`src/rtl/scanline_scanout.sv`:
```
// Line-buffer video scanout: raster counters, ping-pong line buffer reads and a 2-cycle output pipeline.
// Optional 8-bar test pattern is compiled in with `define SCANOUT_TESTPAT_EN.
module scanline_scanout #(
    parameter int H_PIXELS      = 800,
    parameter int H_FRONT_PORCH = 48,
    parameter int H_SYNC        = 32,
    parameter int H_BACK_PORCH  = 80,
    parameter int V_PIXELS      = 600,
    parameter int V_FRONT_PORCH = 3,
    parameter int V_SYNC        = 4,
    parameter int V_BACK_PORCH  = 11,
    parameter bit HSYNC_POL     = 1'b1,
    parameter bit VSYNC_POL     = 1'b0
) (
    input  logic       clk,
    input  logic       rst_n,
    output logic [9:0] vram_even_addr,
    input  logic [7:0] vram_even_q,
    output logic [9:0] vram_odd_addr,
    input  logic [7:0] vram_odd_q,
    input  logic       test_en,
    output logic [7:0] rgb,
    output logic       de,
    output logic       hsync,
    output logic       vsync,
    output logic       line_parity,
    output logic       frame_start
);
    localparam int H_TOTAL = H_PIXELS + H_FRONT_PORCH + H_SYNC + H_BACK_PORCH;
    localparam int V_TOTAL = V_PIXELS + V_FRONT_PORCH + V_SYNC + V_BACK_PORCH;
    localparam int HW      = $clog2(H_TOTAL);
    localparam int VW      = $clog2(V_TOTAL);

    localparam logic [HW-1:0] H_LAST = HW'(H_TOTAL - 1);
    localparam logic [HW-1:0] H_ACT  = HW'(H_PIXELS);
    localparam logic [HW-1:0] H_SS   = HW'(H_PIXELS + H_FRONT_PORCH);
    localparam logic [HW-1:0] H_SE   = HW'(H_PIXELS + H_FRONT_PORCH + H_SYNC);
    localparam logic [VW-1:0] V_LAST = VW'(V_TOTAL - 1);
    localparam logic [VW-1:0] V_ACT  = VW'(V_PIXELS);
    localparam logic [VW-1:0] V_SS   = VW'(V_PIXELS + V_FRONT_PORCH);
    localparam logic [VW-1:0] V_SE   = VW'(V_PIXELS + V_FRONT_PORCH + V_SYNC);

    logic [HW-1:0] counter_h_reg, counter_h_next;
    logic [VW-1:0] counter_v_reg, counter_v_next;
    logic          line_parity_reg, line_parity_next;

    // Stage 1 travels alongside the RAM read; stage 2 is the output register.
    logic          de_d1_reg, hs_d1_reg, vs_d1_reg, rd_even_d1_reg;
    logic [7:0]    rgb_reg, rgb_next;
    logic          de_reg, hsync_reg, vsync_reg;

    logic          h_wrap, v_wrap, active_h, active_v, hs_now, vs_now;
    logic [9:0]    addr_sel;

    assign h_wrap   = (counter_h_reg == H_LAST);
    assign v_wrap   = (counter_v_reg == V_LAST);
    assign active_h = (counter_h_reg < H_ACT);
    assign active_v = (counter_v_reg < V_ACT);
    assign hs_now   = (counter_h_reg >= H_SS && counter_h_reg < H_SE) ? HSYNC_POL : ~HSYNC_POL;
    assign vs_now   = (counter_v_reg >= V_SS && counter_v_reg < V_SE) ? VSYNC_POL : ~VSYNC_POL;
    assign addr_sel = active_h ? 10'(counter_h_reg) : 10'd0;

    // The writer owns the buffer named by line_parity; scanout reads the other one.
    assign vram_even_addr = line_parity_reg  ? addr_sel : 10'd0;
    assign vram_odd_addr  = !line_parity_reg ? addr_sel : 10'd0;

    always_comb begin
        counter_h_next   = counter_h_reg + 1'b1;
        counter_v_next   = counter_v_reg;
        line_parity_next = line_parity_reg;
        if (h_wrap) begin
            counter_h_next = '0;
            if (v_wrap) begin
                counter_v_next   = '0;
                line_parity_next = 1'b1;
            end else begin
                counter_v_next   = counter_v_reg + 1'b1;
                line_parity_next = ~line_parity_reg;
            end
        end
    end

    always_ff @(posedge clk or negedge rst_n) begin
        if (!rst_n) begin
            counter_h_reg   <= '0;
            counter_v_reg   <= '0;
            line_parity_reg <= 1'b1;
        end else begin
            counter_h_reg   <= counter_h_next;
            counter_v_reg   <= counter_v_next;
            line_parity_reg <= line_parity_next;
        end
    end

`ifdef SCANOUT_TESTPAT_EN
    localparam logic [7:0] PAT_ALL = 8'hFF;
    logic [31:0] bar_idx;
    logic [7:0]  pat_d1_reg;

    assign bar_idx = 32'(counter_h_reg) / 32'd100;

    always_ff @(posedge clk or negedge rst_n) begin
        if (!rst_n) pat_d1_reg <= '0;
        else        pat_d1_reg <= PAT_ALL >> bar_idx;
    end

    always_comb begin
        rgb_next = 8'd0;
        if (de_d1_reg)
            rgb_next = test_en ? pat_d1_reg : (rd_even_d1_reg ? vram_even_q : vram_odd_q);
    end
`else
    logic unused_test_en;
    assign unused_test_en = test_en;

    always_comb begin
        rgb_next = 8'd0;
        if (de_d1_reg)
            rgb_next = rd_even_d1_reg ? vram_even_q : vram_odd_q;
    end
`endif

    always_ff @(posedge clk or negedge rst_n) begin
        if (!rst_n) begin
            de_d1_reg      <= 1'b0;
            hs_d1_reg      <= ~HSYNC_POL;
            vs_d1_reg      <= ~VSYNC_POL;
            rd_even_d1_reg <= 1'b0;
            rgb_reg        <= 8'd0;
            de_reg         <= 1'b0;
            hsync_reg      <= ~HSYNC_POL;
            vsync_reg      <= ~VSYNC_POL;
        end else begin
            de_d1_reg      <= active_h && active_v;
            hs_d1_reg      <= hs_now;
            vs_d1_reg      <= vs_now;
            rd_even_d1_reg <= line_parity_reg;
            rgb_reg        <= rgb_next;
            de_reg         <= de_d1_reg;
            hsync_reg      <= hs_d1_reg;
            vsync_reg      <= vs_d1_reg;
        end
    end

    assign rgb         = rgb_reg;
    assign de          = de_reg;
    assign hsync       = hsync_reg;
    assign vsync       = vsync_reg;
    assign line_parity = line_parity_reg;
    // Gated so the pulse stays low while reset holds the counters at zero.
    assign frame_start = rst_n && (counter_h_reg == '0) && (counter_v_reg == '0);

endmodule

```
`config.mk`:
```
export PLATFORM = sky130hd
export DESIGN_NAME = scanline_scanout
export DESIGN_NICKNAME = d
export VERILOG_FILES = /design/src/rtl/scanline_scanout.sv
export SDC_FILE = /design/constraint.sdc
export NUM_CORES = 1
export LEC_CHECK = 0
export CORE_MARGIN = 1.5
export CORE_UTILIZATION = 45
export CTS_BUF_LIST = sky130_fd_sc_hd__clkbuf_8
export CTS_CLUSTER_DIAMETER = 50
export DETAILED_ROUTE_END_ITERATION = 8
export PLACE_DENSITY = 0.78
export SYNTH_ARGS = -nofsm -noshare
export SYNTH_HDL_FRONTEND = slang
export SYNTH_SLANG_ARGS = --single-unit
```
`constraint.sdc`:
```
create_clock -name clk -period 1.6 [get_ports clk]
set_clock_uncertainty 0.2 [all_clocks]
set_input_delay 0.32 -clock clk [delete_from_list [all_inputs] [get_ports clk]]
set_output_delay 0.32 -clock clk [all_outputs]
set_load 0.02 [all_outputs]
```
# After elaboration in Yosys (flattened, before gate mapping)
# Index checks and enable logic that the tools add are counted.
dict set report totals {
  register_bits 36
  wordCells 39
}
dict set report classes {
  add_sub_neg 2
  n_lt_le_gt_ge 6
  n_eq_ne 2
  n_mux 10
  bitwise 1
  n_reduce_logical 7
}
# operator count
set op_table {}
lappend op_table {{2-to-1 mux 10 bit} 5}
lappend op_table {{less-than comparator 10 bit (second input constant)} 4}
lappend op_table {{adder 10 x 1 -> 10 bit (second input constant)} 2}
lappend op_table {{== test 10 bit (second input constant)} 2}
lappend op_table {{greater-or-equal comparator 10 bit (second input constant)} 2}
lappend op_table {{zero test 10 bit} 2}
lappend op_table {{2-to-1 mux 8 bit} 2}
lappend op_table {{logical AND 1 bit} 5}
lappend op_table {{2-to-1 mux 1 bit} 3}
lappend op_table {{inverter 1 bit} 1}

# Longest topological paths before layout
# Gate-level depths: netlist of the first run.
dict set report logic_depth {
  depth_word 3
  depth_mapped 6
}

# Least setup slack after synthesis of the first run
# No wires, ideal clock.
dict set report synth_timing {
  kind {flip-flop to output port}
  start {reg counter_h_reg[5]}
  end {out vram_even_addr[0]}
  arrival_time_ps 1319
  path_slack_ps -239
  stages_incl_launch_ff 6
  path_buffers 1
  cell_sequence {dfrtp_1 -> clkbuf_8 -> nor3_1 -> nor2_1 -> nor2b_1 -> and2_1}
}
dict set report synth_via {
  elab_chain_cells 3
}
# item line_no
set synth_rtl {}
lappend synth_rtl {{start: declaration} 43} ;# logic [HW-1:0] counter_h_reg, counter_h_next;
lappend synth_rtl {{start signal: assignment} 89} ;# counter_h_reg <= counter_h_next;
lappend synth_rtl {{less-than comparator 10 bit} 57} ;# assign active_h = (counter_h_reg < H_ACT);
lappend synth_rtl {{2-to-1 mux 10 bit} 61} ;# assign addr_sel = active_h ? 10'(counter_h_reg) : 10'd0;
lappend synth_rtl {{2-to-1 mux 10 bit} 64} ;# assign vram_even_addr = line_parity_reg ? addr_sel : 10'd0;
lappend synth_rtl {{end: declaration} 17} ;# output logic [9:0] vram_even_addr,
# Every way passes these cells.

# Worst setup path in the final report of the first run
dict set report layout_timing {
  start {reg counter_h_reg[6]}
  end {out vram_even_addr[0]}
}
# Same word-level chain as after synthesis.

==> results of run 1 <==
-- metal layers --
layer / up-vias / part of all wire, % / track usage [%]
met4: 0 / 1.6 / 9.00
met5: - / 0 / 0
li1: 822 / - / -
met2: 52 / 52 / 41.0
met1: 854 / 41 / 29.4
met3: 9 / 4.5 / 5.68
-- worst max path at each step --
stage                     startpoint                end  slack [ps]  depth (start not counted)
floorplan           counter_h_reg[0]   counter_v_reg[7]         -90                          6
global placement               rst_n        frame_start        -990                          5
detailed placement             rst_n        frame_start       -1010                          5
CTS                 counter_h_reg[6]  vram_even_addr[0]        -470                          5
global route        counter_h_reg[6]  vram_even_addr[8]        -530                          5
finish              counter_h_reg[6]  vram_even_addr[0]        -470                          5
-- critical path: cells and delay by family, from the launching register on --
| family | cells | cell delay (ps) |
|---|---|---|
| simple gates | 4 | 680 |
| buf+inv | 1 | 110 |
| flops | 1 | 450 |
-- timing repair --
item                       CTS  global route
resized for setup          177            22
setup endpoints to repair   51            41
buffers inserted             6             9
hold buffers                 0             0
pin swaps                   24            20
-- logic make-up (layout without fill, tap and decap cells) --
family / after synthesis / in the layout / share of synthesized area (%)
and+or+nand+nor: 88 / 88 / 27.3
DFF: 36 / 36 / 46.9
AOI/OAI and AO/OA: 18 / 18 / 6.68
buffers and inverters: 14 / 113 / 5.38
xor gates and xnor gates: 12 / 12 / 5.83
muxes: 9 / 9 / 4.73
adders and majority gates: 5 / 5 / 3.24
-- synth_stat cells, drive strengths merged, types with 2 or more instances --
| cell | number |
|---|---|
| and3 | 7 |
| o21ba | 2 |
| nand2 | 13 |
| dfstp | 3 |
| nor4b | 2 |
| nor2b | 9 |
| xor2 | 7 |
| nor3 | 5 |
| nand4 | 6 |
| nand3 | 8 |
| mux2i | 8 |
| inv | 5 |
| buf | 5 |
| nor2 | 13 |
| o21ai | 5 |
| clkbuf | 4 |
| dfrtp | 33 |
| a22oi | 2 |
| o31ai | 2 |
| and4 | 2 |
| ha | 5 |
| and2 | 19 |
| a21oi | 3 |
| xnor2 | 5 |
-- power groups by stage --
| stage | Combinational, mW | Sequential, mW | Clock (mW) |
|---|---|---|---|
| after floorplan | 0.0112 | 0.954 | 0 |
| after CTS | 0.105 | 0.922 | 0.820 |
| final | 0.104 | 0.921 | 0.822 |
| after global routing | 0.112 | 0.922 | 0.875 |
| after global placement | 0.108 | 0.939 | 0 |
| after detailed placement | 0.110 | 0.940 | 0 |
-- area by class of cell --
| type | count | area share (%) |
|---|---|---|
| Inverter | 5 | 0.582 |
| Tap cell | 50 | 1.94 |
| Multi-Input combinational cell | 132 | 36.3 |
| Sequential cell | 36 | 28.2 |
| Clock inverter | 3 | 1.32 |
| Clock buffer | 5 | 2.14 |
| Timing Repair Buffer | 100 | 29.5 |
-- per-stage QoR --
step / util (%) / instances / cell area (um^2) / hold slack [ps] / TNS, ps
3_3_place_gp: 69.5 / 313 / 2820 / 132 / -13510
2_1_floorplan: - / 182 / 2040 / -176 / -810
3_5_place_dp: 69.5 / 313 / 2820 / 136 / -14160
5_1_grt: 79.4 / 331 / 3220 / 156 / -16960
6_report: 79.4 / 331 / 3220 / 154 / -14780
4_1_cts: 76.9 / 326 / 3120 / 153 / -12170
==> flow_metrics.tcl, run 1 <==
set metrics [dict create \
    end_kind "primary output" \
    path_max_fanout 7 \
    synth.ff_latch_count 36 \
    cpPeakStageDelay_ps 450 \
    synth_cells 182 \
    syn-num-nets 206 \
    track_usage_pct 24.0 \
    hold_start "hs_d1_reg" \
    ys_top_cells_by_area "dfrtp_1, and2_1, mux2i_1, dfstp_2, ha_1" \
    status "finished, violations left" \
    fmax_ghz 0.483 \
    p_sw_share_pct 22.2 \
    r2r_cells 8 \
    finalMaxSlewViolations 0 \
    start_util_pct 47.6 \
    async_reset_ff_share_pct 100 \
    crit_required_ps 1080 \
    rows 23 \
    worstMarginPinSlew_ps 468 \
    drc 0 \
    fillers 233 \
    avgViaCountPerCell 5.25 \
    comb_power_share_pct 5.6 \
    post_drt_wl_per_cell_um 16.8 \
    worstPathArrival_ps 1550 \
    numCtsBuffers 5 \
    synth_cell_types 43 \
    synth_area_um2 1930 \
    gp_congestion 0.849 \
    p_leak_nw 1.48 \
    ios 52 \
    nNetsFinal 304 \
    synthFlopType "dfrtp_1" \
    die_w_um 68.5 \
    power_frac_clock_pct 44.5 \
    ys_seq_area_share_pct 46.9 \
    p_seq_share_pct 49.9 \
    grt_overflow 0 \
    synth_top_area_cell "dfrtp_1" \
    reg2reg_slack_ps -440 \
    whs_path_depth 0 \
    multi_input_area_um2 1170 \
    setup_viol 40 \
    path_clk_slew_ps 80 \
    rr_endpoint "counter_v_reg[7]" \
    crit_type "reg -> out" \
    synth_edf_count 0 \
    clk_latency_ps 300 \
    crit_path_top_delay_cell "dfrtp_2" \
    drtPass1Iterations 4 \
    fin_crit_ps 2070 \
    pre_cts_ws_ps -1010 \
    power.net_switching_mw 0.410 \
    whs_endpoint "hsync" \
    startpoint_type "flip-flop" \
    die_y_um 68.5 \
    coreArea_um2 4060 \
    drtIter0Drc 91 \
    cts_tree "yes" \
    num_antenna_cells 0 \
    synth_top_area_share_pct 42.8 \
    place_hpwl_um 3470 \
    htree_num_levels 2 \
    mostFrequentLayoutCells "buf_4, buf_6, dfrtp_1" \
    fp.dieArea_um2 4690 \
    violations "negative setup slack" \
    total_power_mw 1.85 \
    slew-limit-headroom_pct 68.8 \
    ant_nets 0 \
    grt_pass1_vias 1705 \
    cp_cell_sequence "nor3_4 > nor2_4 > nor2b_4 > and2_4 > buf_6" \
    p_per_area_nw_per_um2 573 \
    vias 1737 \
    cts.sinks 36 \
    fin_ws_ps -469 \
    yosys_warnings 0 \
    grt_max_degree 37 \
    layout_worst_path_cycle_share_pct 129 \
    hold_viol 0 \
    portBuffers 50 \
    seq_area_um2 908 \
    final_common_cell "buf_4" \
    cts_buffer_depth 2 \
    routed_wl_um 5560 \
    antenna_found_initial 0 \
    rr_startpoint "counter_h_reg[6]" \
    max_cap_viol_count 0 \
    grt_pass1_wl_um 8140 \
    rsz0062_at_grt "true" \
    clk_root_buffer_cell "clkbuf_8" \
    avgSynthCellArea_um2 10.6 \
    synthToLayoutAreaGrowth_pct 66.9 \
    ir_drop_mv 0.503 \
    drive_above_1_share_pct 52.0 \
    hold_class "reg -> reg" \
    intPower_mw 1.44 \
]
No activity file was read; power rests on OpenSTA's default activity.
==> run 2, diff against run 1 <==
--- a/config.mk
+++ b/config.mk
@@ -5,7 +5,6 @@
 export SDC_FILE = /design/constraint.sdc
 export NUM_CORES = 1
 export LEC_CHECK = 0
-export CORE_MARGIN = 1.5
 export CORE_UTILIZATION = 45
 export CTS_BUF_LIST = sky130_fd_sc_hd__clkbuf_8
 export CTS_CLUSTER_DIAMETER = 50
==> run 2 against run 1 <==
  * Setup slack got worse by 35 ps
  * Via count increased by 2.1%
  * Final area increased by 0.31%
  * Largest power group unchanged
  * Largest cell class unchanged
  * Routed wire length increased by 5.9%
  * Combinational power about the same
  * The flow still finishes with violations (negative setup slack)
==> flow_metrics.tcl, run 2 (synthesized netlist as in run 1, its figures left out) <==
set metrics [dict create \
    status "finished, violations left" \
    violations "negative setup slack" \
    path_clk_slew_ps 70 \
    numCtsBuffers 5 \
    finalMaxSlewViolations 0 \
    crit_family "simple AND/OR/NAND/NOR gates" \
    max_cap_viol_count 0 \
    multi_input_area_um2 1190 \
    clk_root_buffer_cell "clkbuf_8" \
    fin_ws_ps -504 \
    die_y_um 67.5 \
    fin_crit_ps 2100 \
    path_max_fanout 4 \
    post_drt_wl_per_cell_um 17.6 \
    setup_viol 40 \
    coreArea_um2 4060 \
    ir_drop_mv 0.533 \
    layout_worst_path_cycle_share_pct 132 \
    cp_num_cells 6 \
    drtIter0Drc 99 \
    ant_nets 0 \
    antenna_found_initial 0 \
    grt_pass1_wl_um 8180 \
    htree_num_levels 2 \
    hold_class "in -> async" \
    place_hpwl_um 3380 \
    synthToLayoutAreaGrowth_pct 67.5 \
    reg2reg_slack_ps -300 \
    crit_top_cell "nor2_4" \
    rr_startpoint "counter_h_reg[0]" \
    cts_buffer_depth 2 \
    start_util_pct 47.6 \
    grt_max_degree 37 \
    worstMarginPinSlew_ps 470 \
    vias 1774 \
    path_buf_inv 2 \
    cp_cell_sequence "nor3_4 > nor2_4 > nor2_4 > buf_4 > and2_4 > buf_6" \
    cts_tree "yes" \
    seq_area_um2 907 \
    drive_above_1_share_pct 51.8 \
    final_common_cell "buf_4" \
    mostFrequentLayoutCells "buf_4, dfrtp_1, buf_6" \
    fillers 232 \
    die_w_um 67.5 \
    clk_latency_ps 290 \
    cpPeakStageDelay_ps 420 \
    fmax_ghz 0.475 \
    drc 0 \
    grt_pass1_vias 1677 \
    cts.sinks 36 \
    routed_wl_um 5890 \
    r2r_cells 8 \
    worstPathArrival_ps 1580 \
    slew-limit-headroom_pct 68.7 \
    crit_type "reg -> out" \
    end_kind "primary output" \
    p_per_area_nw_per_um2 536 \
    rsz0062_at_grt "true" \
    nNetsFinal 307 \
    gp_congestion 0.819 \
    hold_viol 0 \
    fin_hold_ws_ps 6.16 \
    avgViaCountPerCell 5.31 \
    num_antenna_cells 0 \
    portBuffers 50 \
    p_leak_nw 1.49 \
    crit_required_ps 1080 \
    ios 52 \
    drtPass1Iterations 4 \
    fp.dieArea_um2 4560 \
    rows 23 \
    grt_overflow 0 \
    track_usage_pct 25.5 \
    final.setup.tns_ps -12700 \
    startpoint_type "flip-flop" \
    crit_path_top_delay_cell "dfrtp_2" \
    rr_endpoint "counter_v_reg[7]" \
    cp-startpoint "counter_h_reg[7]" \
    critPathCapture "vram_odd_addr[2]" \
]
## run 2: cell count changes in the layout (fill, tap and decap cells not counted), moves of 2 or more
cell | previous run | this run
nor2_1 | 7 | 5
and2_2 | 2 | 0
inv_1 | 4 | 6
a21oi_2 | 2 | 0
buf_4 | 37 | 43
nor2_2 | 1 | 3
a21oi_1 | 1 | 3
clkbuf_8 | 5 | 7
buf_6 | 33 | 31
nand2_2 | 0 | 2
and2_4 | 14 | 16
## run 2: through the flow
stage          area, um^2  power [mW]  worst slack (ps)  std cells  utilization, %
3_5_place_dp         2800        1.05              -878        310            68.9
5_1_grt              3230        1.80              -569        334            79.7
6_report             3230        1.73              -504        334            79.7
2_1_floorplan        2040       0.965             -86.4        182               -
4_1_cts              3100        1.75              -494        330            76.5
3_3_place_gp         2800        1.05              -903        310            68.9
## run 2: repair_timing
| action | CTS | global route |
|---|---|---|
| resized for setup | 175 | 26 |
| pin swaps | 26 | 22 |
| endpoints found under the setup margin | 50 | 44 |
| setup buffers | 12 | 9 |
| hold buffers | 0 | 0 |
## run 2: final cells by class
cell class	instances	area share (%)
Multi-Input combinational cell	132	36.7
Timing Repair Buffer	103	29.6
Sequential cell	36	28.1
Clock buffer	7	2.98
Tap cell	50	1.93
Inverter	5	0.580
Clock inverter	1	0.116
## run 2: layer usage
layer	part of all wire [%]	up-vias	wire, um	global-route usage [%]
met5	0	-	0	0
met4	2.6	0	153	13.0
met3	4.8	13	284	4.90
met2	53	55	3150	43.3
met1	39	876	2300	30.5
li1	-	830	-	-
## run 2: worst min-delay path by stage
stage,startpoint,end
6_report,rst_n,counter_h_reg[1]
4_1_cts,vs_d1_reg,vsync
3_3_place_gp,hs_d1_reg,hsync
3_5_place_dp,vs_d1_reg,vsync
5_1_grt,rst_n,counter_h_reg[1]
2_1_floorplan,rst_n,counter_h_reg[0]
## run 2: worst reg2reg max path, stage by stage, from the launching register on
cell and delay [ps]:
dfrtp_1 370, buf_4 120, buf_6 100, ha_4 140, and4_4 240, and3_4 260
buf_12 130, nand4_4 80, xnor2_2 150
## run 2: power breakdown
| part | total [mW] | leakage, nW | switching [mW] | internal (mW) |
|---|---|---|---|---|
| logic | 0.105 | 0.991 | 0.0492 | 0.0560 |
| registers | 0.922 | 0.446 | 0.00174 | 0.920 |
| clock network | 0.707 | 0.0557 | 0.321 | 0.386 |
| total | 1.73 | 1.49 | 0.372 | 1.36 |
